## src/rtl/lcd_timing_pkg.sv

```systemverilog
// ============================================================================
//  Module      : lcd_timing_pkg
//  Description : Shared timing defaults, pixel/pin types and helpers for the
//                LCD timing generator and its monitors.
//  Revision    : 1.0 - initial release
// ============================================================================
`default_nettype none

package lcd_timing_pkg;

    localparam int H_SYNC_DEF   = 128;
    localparam int H_BACK_DEF   = 88;
    localparam int H_ACTIVE_DEF = 800;
    localparam int H_FRONT_DEF  = 40;
    localparam int V_SYNC_DEF   = 2;
    localparam int V_BACK_DEF   = 33;
    localparam int V_ACTIVE_DEF = 480;
    localparam int V_FRONT_DEF  = 10;
    localparam int COORD_W_DEF  = 11;

    typedef logic [23:0] rgb_t;

    typedef struct packed {
        logic hs;
        logic vs;
        logic de;
        rgb_t rgb;
    } lcd_pins_t;

    function automatic int cnt_width(input int total);
        return (total > 1) ? $clog2(total) : 1;
    endfunction

endpackage

`default_nettype wire

```

## src/rtl/lcd_sync_counter.sv

```systemverilog
// ============================================================================
//  Module      : lcd_sync_counter
//  Description : Horizontal/vertical sweep counters with sync and active-area
//                decode; all outputs are combinational from the counters.
//  Revision    : 1.0 - initial release
// ============================================================================
`default_nettype none

module lcd_sync_counter
    import lcd_timing_pkg::*;
#(
    parameter int H_SYNC   = H_SYNC_DEF,
    parameter int H_BACK   = H_BACK_DEF,
    parameter int H_ACTIVE = H_ACTIVE_DEF,
    parameter int H_FRONT  = H_FRONT_DEF,
    parameter int V_SYNC   = V_SYNC_DEF,
    parameter int V_BACK   = V_BACK_DEF,
    parameter int V_ACTIVE = V_ACTIVE_DEF,
    parameter int V_FRONT  = V_FRONT_DEF,
    parameter int COORD_W  = COORD_W_DEF
) (
    input  logic               lcd_clk,
    input  logic               lcd_rst,
    output logic               hsync,
    output logic               vsync,
    output logic               active,
    output logic [COORD_W-1:0] x,
    output logic [COORD_W-1:0] y,
    output logic               frame_first
);

    localparam int H_TOTAL = H_SYNC + H_BACK + H_ACTIVE + H_FRONT;
    localparam int V_TOTAL = V_SYNC + V_BACK + V_ACTIVE + V_FRONT;
    localparam int HW      = cnt_width(H_TOTAL);
    localparam int VW      = cnt_width(V_TOTAL);

    localparam logic [HW-1:0] H_LAST     = HW'(H_TOTAL - 1);
    localparam logic [HW-1:0] H_SYNC_END = HW'(H_SYNC);
    localparam logic [HW-1:0] H_START    = HW'(H_SYNC + H_BACK);
    localparam logic [HW-1:0] H_ACT_LAST = HW'(H_SYNC + H_BACK + H_ACTIVE - 1);
    localparam logic [VW-1:0] V_LAST     = VW'(V_TOTAL - 1);
    localparam logic [VW-1:0] V_SYNC_END = VW'(V_SYNC);
    localparam logic [VW-1:0] V_START    = VW'(V_SYNC + V_BACK);
    localparam logic [VW-1:0] V_ACT_LAST = VW'(V_SYNC + V_BACK + V_ACTIVE - 1);

    logic [HW-1:0] h_cnt_q, h_cnt_d, h_rel;
    logic [VW-1:0] v_cnt_q, v_cnt_d, v_rel;
    logic          h_act, v_act;

    always_ff @(posedge lcd_clk) begin
        if (lcd_rst) begin
            h_cnt_q <= '0;
            v_cnt_q <= '0;
        end else begin
            h_cnt_q <= h_cnt_d;
            v_cnt_q <= v_cnt_d;
        end
    end

    // Both counters wrap together on the last clock of the frame.
    always_comb begin
        h_cnt_d = h_cnt_q + 1'b1;
        v_cnt_d = v_cnt_q;
        if (h_cnt_q == H_LAST) begin
            h_cnt_d = '0;
            v_cnt_d = (v_cnt_q == V_LAST) ? '0 : v_cnt_q + 1'b1;
        end
    end

    always_comb begin
        h_act       = (h_cnt_q >= H_START) && (h_cnt_q <= H_ACT_LAST);
        v_act       = (v_cnt_q >= V_START) && (v_cnt_q <= V_ACT_LAST);
        h_rel       = h_cnt_q - H_START;
        v_rel       = v_cnt_q - V_START;
        hsync       = (h_cnt_q < H_SYNC_END);
        vsync       = (v_cnt_q < V_SYNC_END);
        active      = h_act && v_act;
        x           = active ? COORD_W'(h_rel) : '0;
        y           = active ? COORD_W'(v_rel) : '0;
        frame_first = active && (h_rel == '0) && (v_rel == '0);
    end

endmodule

`default_nettype wire

```

## src/rtl/lcd_timing_gen.sv

```systemverilog
// ============================================================================
//  Module      : lcd_timing_gen
//  Description : RGB LCD timing generator: issues pixel fetches and drives
//                registered panel pins aligned to the returned pixel data.
//  Revision    : 1.0 - initial release
// ============================================================================
`default_nettype none

module lcd_timing_gen
    import lcd_timing_pkg::*;
#(
    parameter int   H_SYNC   = H_SYNC_DEF,
    parameter int   H_BACK   = H_BACK_DEF,
    parameter int   H_ACTIVE = H_ACTIVE_DEF,
    parameter int   H_FRONT  = H_FRONT_DEF,
    parameter int   V_SYNC   = V_SYNC_DEF,
    parameter int   V_BACK   = V_BACK_DEF,
    parameter int   V_ACTIVE = V_ACTIVE_DEF,
    parameter int   V_FRONT  = V_FRONT_DEF,
    parameter logic HS_POL   = 1'b0,
    parameter logic VS_POL   = 1'b0,
    parameter int   COORD_W  = COORD_W_DEF
) (
    input  logic               lcd_clk,
    input  logic               lcd_rst,
    output logic               pixel_req,
    output logic [COORD_W-1:0] pixel_x,
    output logic [COORD_W-1:0] pixel_y,
    input  logic [23:0]        pixel_data,
    output logic               frame_start,
    output logic               lcd_bl,
    output logic [23:0]        lcd_rgb,
    output logic               lcd_hs,
    output logic               lcd_vs,
    output logic               lcd_de
);

    localparam logic [COORD_W-1:0] X_LAST = COORD_W'(H_ACTIVE - 1);
    localparam logic [COORD_W-1:0] Y_LAST = COORD_W'(V_ACTIVE - 1);
    localparam lcd_pins_t PINS_IDLE = '{hs: ~HS_POL, vs: ~VS_POL, de: 1'b0, rgb: '0};

    logic               w_hsync, w_vsync, w_active, w_frame_first;
    logic [COORD_W-1:0] w_x, w_y;

    logic               req_q, req_d, fs_q, fs_d;
    logic [COORD_W-1:0] x_q, x_d, y_q, y_d;
    lcd_pins_t          s1_q, s1_d, s2_q, s2_d, pins_q, pins_d;
    logic               last1_q, last1_d, last2_q, last2_d, last3_q, last3_d;
    logic               bl_q, bl_d;

    lcd_sync_counter #(
        .H_SYNC   (H_SYNC),
        .H_BACK   (H_BACK),
        .H_ACTIVE (H_ACTIVE),
        .H_FRONT  (H_FRONT),
        .V_SYNC   (V_SYNC),
        .V_BACK   (V_BACK),
        .V_ACTIVE (V_ACTIVE),
        .V_FRONT  (V_FRONT),
        .COORD_W  (COORD_W)
    ) u_sync_counter (
        .lcd_clk     (lcd_clk),
        .lcd_rst     (lcd_rst),
        .hsync       (w_hsync),
        .vsync       (w_vsync),
        .active      (w_active),
        .x           (w_x),
        .y           (w_y),
        .frame_first (w_frame_first)
    );

    always_ff @(posedge lcd_clk) begin
        if (lcd_rst) begin
            req_q   <= 1'b0;
            fs_q    <= 1'b0;
            x_q     <= '0;
            y_q     <= '0;
            s1_q    <= PINS_IDLE;
            s2_q    <= PINS_IDLE;
            pins_q  <= PINS_IDLE;
            last1_q <= 1'b0;
            last2_q <= 1'b0;
            last3_q <= 1'b0;
            bl_q    <= 1'b0;
        end else begin
            req_q   <= req_d;
            fs_q    <= fs_d;
            x_q     <= x_d;
            y_q     <= y_d;
            s1_q    <= s1_d;
            s2_q    <= s2_d;
            pins_q  <= pins_d;
            last1_q <= last1_d;
            last2_q <= last2_d;
            last3_q <= last3_d;
            bl_q    <= bl_d;
        end
    end

    always_comb begin
        req_d   = w_active;
        fs_d    = w_frame_first;
        x_d     = w_x;
        y_d     = w_y;
        s1_d.hs  = w_hsync ? HS_POL : ~HS_POL;
        s1_d.vs  = w_vsync ? VS_POL : ~VS_POL;
        s1_d.de  = w_active;
        s1_d.rgb = '0;
        last1_d = w_active && (w_x == X_LAST) && (w_y == Y_LAST);

        s2_d    = s1_q;
        last2_d = last1_q;

        // Source data arrives during S2; blanking colour rides the pipe otherwise.
        pins_d     = s2_q;
        pins_d.rgb = s2_q.de ? pixel_data : s2_q.rgb;
        last3_d    = last2_q;

        // Backlight arms once the final pixel of a full frame has left the pins.
        bl_d = bl_q | last3_q;
    end

    assign pixel_req   = req_q;
    assign pixel_x     = x_q;
    assign pixel_y     = y_q;
    assign frame_start = fs_q;
    assign lcd_hs      = pins_q.hs;
    assign lcd_vs      = pins_q.vs;
    assign lcd_de      = pins_q.de;
    assign lcd_rgb     = pins_q.rgb;
    assign lcd_bl      = bl_q;

endmodule

`default_nettype wire

```

## config.mk

```make
export PLATFORM = sky130hd
export DESIGN_NAME = lcd_timing_gen
export DESIGN_NICKNAME = d
export VERILOG_FILES = /design/src/rtl/lcd_timing_pkg.sv /design/src/rtl/lcd_sync_counter.sv /design/src/rtl/lcd_timing_gen.sv
export SDC_FILE = /design/constraint.sdc
export NUM_CORES = 1
export LEC_CHECK = 0
export ABC_AREA = 1
export CAP_MARGIN = 20
export CORE_MARGIN = 2
export CORE_UTILIZATION = 45
export DETAILED_ROUTE_END_ITERATION = 10
export PLACE_DENSITY = 0.83
export SLEW_MARGIN = 20
export SYNTH_ARGS = -nofsm -noshare
export SYNTH_HDL_FRONTEND = slang
export SYNTH_SLANG_ARGS = --single-unit
```

## constraint.sdc

```tcl
create_clock -name lcd_clk -period 1.53 [get_ports lcd_clk]
set_input_delay 0.306 -clock lcd_clk [delete_from_list [all_inputs] [get_ports lcd_clk]]
set_output_delay 0.306 -clock lcd_clk [all_outputs]
set_load 0.01 [all_outputs]
```

Word level (Yosys, flattened, before mapping)
Cells that the tools add are included.
- register bits: 129
- output and inout port bits: 52
- add/subtract/negate cells: 4
- $lt $le $gt $ge: 6
- equal/unequal tests: 4
- multiplexer cells: 6
- bitwise logic cells: 1
- reduce and logical (&&, ||, !) cells: 10
- operators with widths (operator ; count):
    24-bit two-way mux ; 1
    10-bit two-way mux ; 2
    11-bit by 1-bit adder with 11-bit output, second input constant ; 1
    11-bit by 10-bit == test with 1-bit output, second input constant ; 1
    11-bit == test, second input constant ; 1
    11-bit by 9-bit == test with 1-bit output, second input constant ; 1
    11-bit by 8-bit >= comparator with 1-bit output, second input constant ; 1
    11-bit by 10-bit less-or-equal comparator with 1-bit output, second input constant ; 1
    11-bit logical NOT ; 1
    11-bit by 8-bit < comparator with 1-bit output, second input constant ; 1
    11-bit two-way mux ; 1
    11-bit by 8-bit subtractor with 11-bit output, second input constant ; 1
    10-bit by 1-bit adder with 10-bit output, second input constant ; 1
    10-bit == test, second input constant ; 1
    10-bit by 6-bit >= comparator with 1-bit output, second input constant ; 1
    10-bit less-or-equal comparator, second input constant ; 1
    10-bit logical NOT ; 1
    10-bit by 2-bit < comparator with 1-bit output, second input constant ; 1
    10-bit by 6-bit subtractor with 10-bit output, second input constant ; 1
    1-bit logical AND ; 7
    1-bit two-way mux ; 2
    2-bit OR reduction ; 1
    1-bit bitwise OR ; 1

Logic depth before layout (Yosys ltp)
Gate-level depths: netlist of run 1.
- depth after elaboration: 7
- depth in mapped cells: 12
- mapped depth without buffers: 12

Cells and area by module
Synthesis of run 1 repeated with hierarchy kept, for this count alone.
- cell total of the unflattened synthesis: 486
- area total of the unflattened synthesis: 3594.7 um^2
- modules (own cells, without submodules) (module ; instances ; cells an instance ; area each (um^2) ; sequential area each (um^2)):
    lcd_timing_gen ; 1 ; 204 ; 1799.2 ; 1201.2
    lcd_sync_counter ; 1 ; 282 ; 1795.5 ; 420.4

Worst setup path before layout of run 1
No wires, ideal clock.
- path kind: register -> register
- start: reg u_sync_counter.v_cnt_q[0]
- end: reg y_q[5] (netlist: pixel_y[5])
- library setup time: 66 ps
- arrival: 1460 ps
- data required time: 1464 ps
- setup slack: 4 ps
- cell stages (with the launch flop): 11
- path buffers: 1
- period minus slack after synthesis: 1526 ps
- cells stage by stage: dfxtp_1 ha_1 inv_1 nand3_1 nand2_1 inv_2 nor2_2 nor2_4 nand3_4 buf_6 a21oi_2
- longest elaborated chain between the ends: 4
- ends and longest elaborated chain (item ; RTL line ; source):
    start: declaration ; lcd_sync_counter.sv:47 ; logic [VW-1:0] v_cnt_q, v_cnt_d, v_rel;
    start signal: assignment ; lcd_sync_counter.sv:56 ; v_cnt_q <= v_cnt_d;
    10-bit by 6-bit >= comparator with 1-bit output / 10-bit less-or-equal comparator (equally long branches) ; lcd_sync_counter.sv:72 ; v_act = (v_cnt_q >= V_START) && (v_cnt_q <= V_ACT_LAST);
    1-bit logical AND ; lcd_sync_counter.sv:72 ;
    1-bit logical AND ; lcd_sync_counter.sv:77 ; active = h_act && v_act;
    10-bit two-way mux (*) ; lcd_sync_counter.sv:79 ; y = active ? COORD_W'(v_rel) : '0;
    end signal: assignment ; lcd_timing_gen.sv:89 ; y_q <= y_d;
    end: declaration ; lcd_timing_gen.sv:46 ; logic [COORD_W-1:0] x_q, x_d, y_q, y_d;
Every way passes the cells marked *; elsewhere a longest branch is shown, timed or not.
A chain may end at the register's enable or synchronous reset.

Final worst setup path of run 1
- start: reg u_sync_counter.h_cnt_q[4]
- end: reg last1_q
- longest elaborated chain between the ends: 7
- ends and longest elaborated chain (item ; RTL line ; source):
    start: declaration ; lcd_sync_counter.sv:46 ; logic [HW-1:0] h_cnt_q, h_cnt_d, h_rel;
    start signal: assignment ; lcd_sync_counter.sv:55 ; h_cnt_q <= h_cnt_d;
    11-bit by 8-bit >= comparator with 1-bit output / 11-bit by 10-bit less-or-equal comparator with 1-bit output (equally long branches) ; lcd_sync_counter.sv:71 ; h_act = (h_cnt_q >= H_START) && (h_cnt_q <= H_ACT_LAST);
    1-bit logical AND ; lcd_sync_counter.sv:71 ;
    1-bit logical AND ; lcd_sync_counter.sv:77 ;
    11-bit two-way mux ; lcd_sync_counter.sv:78 ; x = active ? COORD_W'(h_rel) : '0;
    11-bit by 10-bit == test with 1-bit output ; lcd_timing_gen.sv:109 ; last1_d = w_active && (w_x == X_LAST) && (w_y == Y_LAST);
    1-bit logical AND ; lcd_timing_gen.sv:109 ;
    1-bit logical AND (*) ; lcd_timing_gen.sv:109 ;
    end signal: assignment ; lcd_timing_gen.sv:93 ; last1_q <= last1_d;
    end: declaration ; lcd_timing_gen.sv:48 ; logic last1_q, last1_d, last2_q, last2_d, last3_q, last3_d;
Marked as above.

==> flow_summary.toml, run 1 <==
[clock_tree]
numClockSinks = 80
holdBufCountCts = 0
insertion_delay_ps = 360
tritoncts = "done"
clock-root-buffer = "clkbuf_8"
cts_buffer_depth = 2
clk_pin_slew_ps = 80
htreeDepth = 3
numCtsBuffers = 9

[drt]
drc = 0
dr.pass1.iters = 5
wl_per_cell_um = 16.4
final_antenna_net_count = 0
drt_iter0_drc = 262
vias = 3621
routed_wirelength_um = 11400
routed_via_density = 5.23

[floorplanning]
io_pins = 78
initial_utilization = 0.463
die_x_um = 90.2
coreArea_mm2 = 0.00721
die_area_mm2 = 0.00813
rows = 31
chipHeight_um = 90.2

[timing]
drv_slew = 0
finalCriticalPeriod_ps = 1710
setup_viol = 37
hold_viol = 0
clock_skew_ps = 12.7
fin_ws_ps = -179
max_freq_ghz = 0.585
finalCritPeriodShare = 1.12
rsz0062_at_grt = "yes"
hold_ws_ps = 425

[global_routing]
grt_max_degree = 26
antenna_found_initial = 0
grt_pass1_wl_um = 15800
grt_overflow = 0
grt_use_total = 0.242
grt_pass1_vias = 3383

[yosys]
syn_area_mm2 = 0.00334
synth.distinct_cells = 33
synth_nets = 478
ys_seq_elements = 80
synth.avg_cell_area_um2 = 7.52
yosysWarnings = 0
seq_area_frac_synth = 0.479
syn_inst = 444

[power_and_ir_drop]
p_leak_nw = 2.86
vdd_ir_drop_max_v = 0.000444
finalPower_mw = 3.86
cellPowerDensity_mw_per_mm2 = 724

[finish]
num_antenna_cells = 0
finish.utilization = 0.739
stdcell_count = 693
area_delta_synth_final_pct = 59.5
nNetsFinal = 624
drive_gt1_frac = 0.308

[setup_path]
arrival_ps = 2000
cp-end-kind = "flop"
worstSetupPathType = "reg -> reg"
crit_fanout = 4
critPathRequiredTime_ps = 1820
start_kind = "flop"

[place]
gp_congestion = 0.977
dpl.hpwl_um = 6830
dp.cells = 663
io_buffers = 76

[flow_run]
maxCapViolCount = 0

[worst_hold_path]
min_path_type = "reg -> reg"

[run_status]
violations = "setup timing"
status = "finished, violations left"
-- cell type report --
type / count / area [µm²]
Clock buffer: 9 / 124
Clock inverter: 6 / 70.1
Fill cell: 403 / 1890
Inverter: 71 / 272
Multi-Input combinational cell: 282 / 1680
Sequential cell: 80 / 1630
Tap cell: 99 / 124
Timing Repair Buffer: 146 / 1440
-- critical path, cell delays in order, from the launching register on --
cell     delay [ps]
dfxtp_4         370
ha_4            170
inv_2            70
nand2_2          50
nand2_2          80
buf_4           140
nand2_1          70
nand2_1          90
nand2_1          80
nor2_1          150
nand3_1         110
nor2_1          120
nand2_1          60
nor2_1           80
-- cells by family (layout without fill, tap and decap cells) --
logic type,Yosys count,after routing,share of synthesized area
and+or+nand+nor,240,240,0.325
buffers and inverters,82,232,0.103
DFF,80,80,0.479
AOI/OAI and AO/OA,27,27,0.0457
adders and majority gates,8,8,0.0300
xor gates and xnor gates,6,6,0.0157
other,1,1,0.00112
-- worst paths after layout --
check,slack [ps],depth (start not counted),start,end
worst max-delay path,-180,13,u_sync_counter.h_cnt_q[4],last1_q
worst min register to register,420,1,pins_d[25],lcd_vs
worst min-delay path,420,1,pins_d[25],lcd_vs
worst max register to register,-180,13,u_sync_counter.h_cnt_q[4],last1_q
-- cells in the final DEF (no fill, tap or decap), drive strengths merged, types with 9 or more instances in the layout --
master / netlist / layout
clkdlybuf4s50: 0 / 35
clkbuf: 3 / 9
dlymetal6s2s: 0 / 28
nand3: 27 / 27
inv: 69 / 70
a21oi: 17 / 17
nand4: 9 / 9
buf: 8 / 70
dfxtp: 80 / 80
nand2: 94 / 94
nor2: 92 / 92
dlygate4sd2: 0 / 13
-- through the flow --
step,area [µm²],setup slack (ps),setup TNS [ps]
2_1_floorplan,3340,3.72,0
3_3_place_gp,4600,-84.8,-828
3_5_place_dp,4600,-128,-1990
4_1_cts,4970,-80.2,-285
5_1_grt,5330,-261,-5470
6_report,5330,-179,-2940
-- sequential cells by signal (all words and copies together), names as in the netlist --
signal / cells
u_sync_counter.h_cnt_q: 11
frame_start: 1
lcd_de: 1
last1_q: 1
last2_q: 1
u_sync_counter.v_cnt_q: 10
pins_d: 3
lcd_bl: 1
s1_q: 3
pixel_x: 11
lcd_hs: 1
lcd_rgb: 24
pixel_y: 10
last3_q: 1
lcd_vs: 1
-- synth_stat cells --
library cell / count / area [µm²]
buf_4: 5 / 37.5
nand4_1: 9 / 56.3
nor4_1: 1 / 6.26
or3_1: 1 / 6.26
ha_1: 8 / 100
a31oi_1: 2 / 12.5
o22ai_1: 2 / 12.5
conb_1: 1 / 3.75
nand2_2: 3 / 18.8
nand3_4: 1 / 17.5
a21oi_2: 2 / 17.5
nand3b_1: 1 / 7.51
nor2_1: 69 / 259
inv_1: 65 / 244
nand2_1: 91 / 342
and3_1: 2 / 12.5
o21a_1: 2 / 15.0
or2_2: 4 / 25.0
buf_2: 1 / 5.00
nor3b_1: 1 / 7.51
buf_6: 2 / 22.5
nor3_1: 8 / 40.0
o21ai_1: 1 / 5.00
nand3_1: 26 / 130
clkinv_1: 2 / 7.51
inv_2: 4 / 15.0
nor2_2: 20 / 125
clkbuf_1: 3 / 11.3
a21oi_1: 15 / 75.1
xor2_1: 6 / 52.6
dfxtp_1: 80 / 1600
nor2_4: 3 / 33.8
o21ai_0: 3 / 15.0
-- metal layers --
metal,up-vias,global-route usage,part of all wire
met5,-,0,0
met3,58,0.0712,0.092
li1,1651,-,-
met1,1656,0.270,0.38
met2,256,0.414,0.47
met4,0,0.135,0.057
-- power breakdown --
part	total [mW]	switching (mW)	internal (mW)	leakage (nW)
clock network	1.57	0.815	0.753	0.0879
registers	2.10	0.0100	2.09	0.653
logic	0.190	0.0857	0.104	2.12
total	3.86	0.910	2.95	2.86
-- what timing repair did --
| action | in CTS | in global routing |
|---|---|---|
| gates resized for setup | 44 | 99 |
| endpoints found under the setup margin | 48 | 71 |
| buffers inserted | 10 | 4 |
| gates cloned | 1 | 1 |
| pin swaps | 12 | 20 |
(Power assumes the default switching activity.)
==> run 2, diff against run 1 <==
CORE_MARGIN = 1   (was 2)
==> run 2 against run 1 <==
The run still ends with setup timing left; wire length down 14%; register-to-register slack better by 60 ps; via count down 5.2%; power up 0.19%; count of clock-buffer cells in the layout up 1; non-clock buffer count down 16; global-route usage down 0.85 points; cell count down 2.2%; die area down 4.4%; core utilization down 4.9 points; critical endpoint unchanged; highest routed layer unchanged.
==> flow_summary.toml, run 2 (same netlist as run 1, synthesis figures left out) <==
[run_status]
status = "finished, violations left"
violations = "setup timing"

[global_routing]
grt_max_degree = 26
grt_pass1_wl_um = 14000
grt_overflow = 0
grt_use_total = 0.234
antenna_found_initial = 0
grt_pass1_vias = 3111

[clock_tree]
holdBufCountCts = 0
insertion_delay_ps = 350
clk_pin_slew_ps = 90
clock-root-buffer = "clkbuf_8"
tritoncts = "done"
htreeDepth = 3
numClockSinks = 80
numCtsBuffers = 9
cts_buffer_depth = 2

[finish]
drive_gt1_frac = 0.240
final_cell_mix = "nand2_1, dfxtp_1, nor2_1"
multi_input_area_mm2 = 0.00149
regArea_mm2 = 0.00162
largest_register_ffs = 24
final_common_cell = "nand2_1"
nNetsFinal = 608
area_delta_synth_final_pct = 49.0
fillerInstances = 510
num_antenna_cells = 0

[floorplanning]
die_area_mm2 = 0.00777
chipHeight_um = 88.2
rows = 31
initial_utilization = 0.463
die_x_um = 88.2
coreArea_mm2 = 0.00721
io_pins = 78

[power_and_ir_drop]
cellPowerDensity_mw_per_mm2 = 776
finalPower_mw = 3.86
vdd_ir_drop_max_v = 0.000403
p_leak_nw = 2.66

[timing]
finalCritPeriodShare = 1.08
max_freq_ghz = 0.606
hold_ws_ps = 416
setup_viol = 23
rsz0062_at_grt = "yes"
hold_viol = 0
clock_skew_ps = 8.61
finalCriticalPeriod_ps = 1650
drv_slew = 0
fin_ws_ps = -119

[place]
dpl.hpwl_um = 6630
gp_congestion = 0.929
io_buffers = 76

[setup_path]
worstReg2RegEnd = "last1_q"
start_kind = "flop"
crit_fanout = 3
cp_slowest_stage_delay_ps = 350
arrival_ps = 1930
crit_start = "u_sync_counter.v_cnt_q[0]"
worstSetupPathType = "reg -> reg"
cp-end-kind = "flop"
reg2reg_depth = 12
critPathTopFamily = "simple AND/OR/NAND/NOR gates"
critPathRequiredTime_ps = 1810
cp_slowest_cell = "dfxtp_2"
reg2reg_from = "u_sync_counter.v_cnt_q[0]"
critical_path_buf_inv_count = 1
crit_chain = "inv_1 > ha_1 > nand2_1 > nor2_1 > nand2_1 > nor2_1 > nand2_1 > nor2_2 > nand3_1 > nor2_1 > nand2_1 > nor2_1"
reg2reg_slack_ps = -120

[drt]
final_antenna_net_count = 0
dr.pass1.iters = 5
routed_wirelength_um = 9710
drt_iter0_drc = 241
routed_via_density = 5.06
drc = 0
vias = 3432
wl_per_cell_um = 14.3

[worst_hold_path]
holdPathEnd = "pins_d[26]"
min_path_type = "reg -> reg"
min_from = "s1_q[26]"
min_path_cells = 1

[flow_run]
maxCapViolCount = 0
[run 2: changes by cell type in the layout (fill, tap and decap cells not counted), moves of 7 or more]
| cell | previous run | this run |
|---|---|---|
| buf_4 | 56 | 49 |
| buf_6 | 10 | 1 |
| clkdlybuf4s50_1 | 35 | 45 |
| nand2_1 | 80 | 88 |
| nand2_2 | 13 | 6 |
| nor2_2 | 9 | 25 |
| nor2_4 | 24 | 5 |
[run 2: layout make-up]
cell class | instances | share of cell area
clock buffer | 10 | 0.0276
clock inverter | 6 | 0.0136
inverter | 71 | 0.0535
multi-input combinational | 282 | 0.300
sequential | 80 | 0.325
tap | 99 | 0.0249
timing repair buffer | 130 | 0.255
[run 2: worst max path at each step]
stage | end | slack, ps | cells after the start
2_1_floorplan | pixel_y[5] | 4 | 10
3_3_place_gp | u_sync_counter.h_cnt_q[10] | -110 | 6
3_5_place_dp | u_sync_counter.h_cnt_q[10] | -130 | 6
4_1_cts | pixel_x[6] | -30 | 10
5_1_grt | last1_q | -240 | 12
6_report | last1_q | -120 | 12
[run 2: what timing repair did]
action	4_1_cts	5_1_grt
pin swaps	1	3
setup buffers	0	5
gates resized for setup	19	52
endpoints found under the setup margin	30	66
[run 2: metrics by stage]
step / std cells / utilization / setup TNS (ps) / setup slack (ps) / cell area (µm²)
final: 678 / 0.690 / -712 / -119 / 4980
after global routing: 678 / 0.690 / -3060 / -237 / 4980
after CTS: 673 / 0.665 / -115 / -27.5 / 4800
after detailed placement: 657 / 0.633 / -1830 / -134 / 4570
after global placement: 657 / 0.633 / -1020 / -106 / 4570
after floorplan: 444 / - / 0 / 3.72 / 3340
[run 2: routing by layer]
| layer | global-route usage | wire, µm | up-vias |
|---|---|---|---|
| met2 | 0.413 | 4730 | 197 |
| met4 | 0.119 | 380 | 0 |
| li1 | - | - | 1618 |
| met1 | 0.254 | 3620 | 1578 |
| met5 | 0 | 0 | - |
| met3 | 0.0679 | 980 | 39 |
[run 2: power breakdown]
group	internal, mW	switching [mW]	total, mW
logic	0.0957	0.0672	0.163
registers	2.09	0.00811	2.10
clock network	0.804	0.798	1.60
total	2.99	0.873	3.86
==> run 3, diff against run 2 <==
CTS_CLUSTER_DIAMETER = 60   (was default)
MAX_ROUTING_LAYER = met4   (was default)
==> run 3 against run 2 <==
The run still ends with setup timing left; critical path type unchanged; design area grew 3.7%; flip-flop and latch count is the same; register-to-register slack lost 60 ps; sequential power is essentially flat; die area is the same; via count shrank 1.2%; worst setup slack lost 57 ps; hold slack gained 10 ps; largest cell class unchanged; core utilization grew 2.5 points; power grew 0.67%; largest power group unchanged; clock skew shrank 1.3 ps; global-route usage grew 1.3 points.
==> flow_summary.toml, run 3 (same netlist as run 1, synthesis figures left out) <==
[clock_tree]
insertion_delay_ps = 360
htreeDepth = 3
clk_pin_slew_ps = 90
numCtsBuffers = 9
numClockSinks = 80
tritoncts = "done"
clock-root-buffer = "clkbuf_8"
cts_buffer_depth = 2
holdBufCountCts = 0

[global_routing]
grt_max_degree = 26
grt_overflow = 0
grt_pass1_wl_um = 14100
grt_use_total = 0.247
antenna_found_initial = 0
grt_pass1_vias = 3180

[run_status]
violations = "setup timing"
status = "finished, violations left"

[timing]
setup-tns-final_ps = -2010
setup_viol = 27
rsz0062_at_grt = "yes"
hold_ws_ps = 426
finalCriticalPeriod_ps = 1710
finalCritPeriodShare = 1.12
drv_slew = 0
hold_viol = 0
clock_skew_ps = 7.30
fin_ws_ps = -176
max_freq_ghz = 0.586

[worst_hold_path]
min_path_cells = 1
min_path_type = "reg -> reg"

[power_and_ir_drop]
internal_power_mw = 2.99
seq_power_share = 0.540
switchingPower_uw = 898
p_leak_nw = 2.94
cellPowerDensity_mw_per_mm2 = 754
vdd_ir_drop_max_v = 0.000408
clkPwrFrac = 0.416
p_comb_frac = 0.044
swShare = 0.231
finalPower_mw = 3.89

[floorplanning]
die_x_um = 88.2
io_pins = 78
coreArea_mm2 = 0.00721
rows = 31
chipHeight_um = 88.2
die_area_mm2 = 0.00777
initial_utilization = 0.463

[finish]
final_cell_mix = "nand2_1, dfxtp_1, inv_1"
num_antenna_cells = 0
drive_gt1_frac = 0.280
fillerInstances = 472
regArea_mm2 = 0.00162
area_delta_synth_final_pct = 54.5
final_common_cell = "nand2_1"
stdcell_count = 682
nNetsFinal = 612
largest_register_ffs = 24
multi_input_area_mm2 = 0.00158

[drt]
wl_per_cell_um = 15.4
vias = 3391
drt_iter0_drc = 142
dr.pass1.iters = 5
final_antenna_net_count = 0
routed_wirelength_um = 10500
drc = 0
routed_via_density = 4.97

[setup_path]
critPathRequiredTime_ps = 1830
cp_slowest_cell = "dfxtp_4"
worstSetupPathType = "reg -> reg"
reg2reg_slack_ps = -180
crit_fanout = 4
cp_num_cells = 10
cp_slowest_stage_delay_ps = 370
cp-end-kind = "flop"
crit_path_frequent_cell = "nand2_1"
arrival_ps = 2000
crit_chain = "buf_6 > nand2_1 > nand2_1 > nand2_1 > nand3_1 > nand2_1 > nand3_1 > nor2_1 > nand2_1 > nor2_1"
critical_path_buf_inv_count = 1
critPathTopFamily = "simple AND/OR/NAND/NOR gates"
start_kind = "flop"
reg2reg_depth = 10

[place]
pre_cts_slack_ps = -124
gp_congestion = 0.947
io_buffers = 76
dp.cells = 656
dpl.hpwl_um = 6660

[flow_run]
maxCapViolCount = 0
run 3: cell count changes in the layout (fill, tap and decap cells not counted), sizes merged:
cell           delta
clkdlybuf4s50    -11
dlygate4sd2       +3
bufbuf            +1
buf               +3
dlymetal6s2s      +8
run 3: what timing repair did:
item                       in CTS  in global routing
hold endpoints to repair        0                  0
resized for setup              52                 61
buffers inserted                5                  4
pin swaps                      11                 15
gates cloned                    1                  0
setup endpoints to repair      36                 67
run 3: worst register-to-register path, stage by stage, from the launching register on:
cell	delay, ps
dfxtp_4	370
buf_6	120
nand2_1	150
nand2_1	130
nand2_1	130
nand3_1	90
nand2_1	170
nand3_1	110
nor2_1	150
nand2_1	110
nor2_1	110
run 3: area by class of cell:
cell class,count,share of cell area
flip-flops and latches,80,0.314
multi-input cells,282,0.306
repair buffers,134,0.264
inverters,71,0.0516
clock buffers,10,0.0267
well taps,99,0.0240
clock inverters,6,0.0131
run 3: through the flow:
step,instance area [µm²],util
after floorplan,3340,-
after global placement,4560,0.632
after detailed placement,4560,0.632
after CTS,4970,0.689
after global routing,5160,0.715
final,5160,0.715
run 3: power groups by stage:
stage,sequential [mW],combinational (mW),clock (mW)
6_report,2.10,0.172,1.62
2_1_floorplan,2.15,0.0523,0
4_1_cts,2.10,0.165,1.60
5_1_grt,2.10,0.187,1.71
3_3_place_gp,2.15,0.155,0
3_5_place_dp,2.15,0.159,0
run 3: path summary, 6_finish.rpt:
path | startpoint | endpoint
max | u_sync_counter.h_cnt_q[4] | last1_q
min | s1_q[25] | pins_d[25]
min reg2reg | s1_q[25] | pins_d[25]
max reg2reg | u_sync_counter.h_cnt_q[4] | last1_q
run 3: routing by layer:
layer / global-route usage / wire [µm] / up-vias
met1: 0.255 / 4080 / 1546
met4: 0.163 / 386 / 0
met3: 0.0660 / 851 / 44
li1: - / - / 1627
met2: 0.411 / 5210 / 174
met5: - / 0 / -
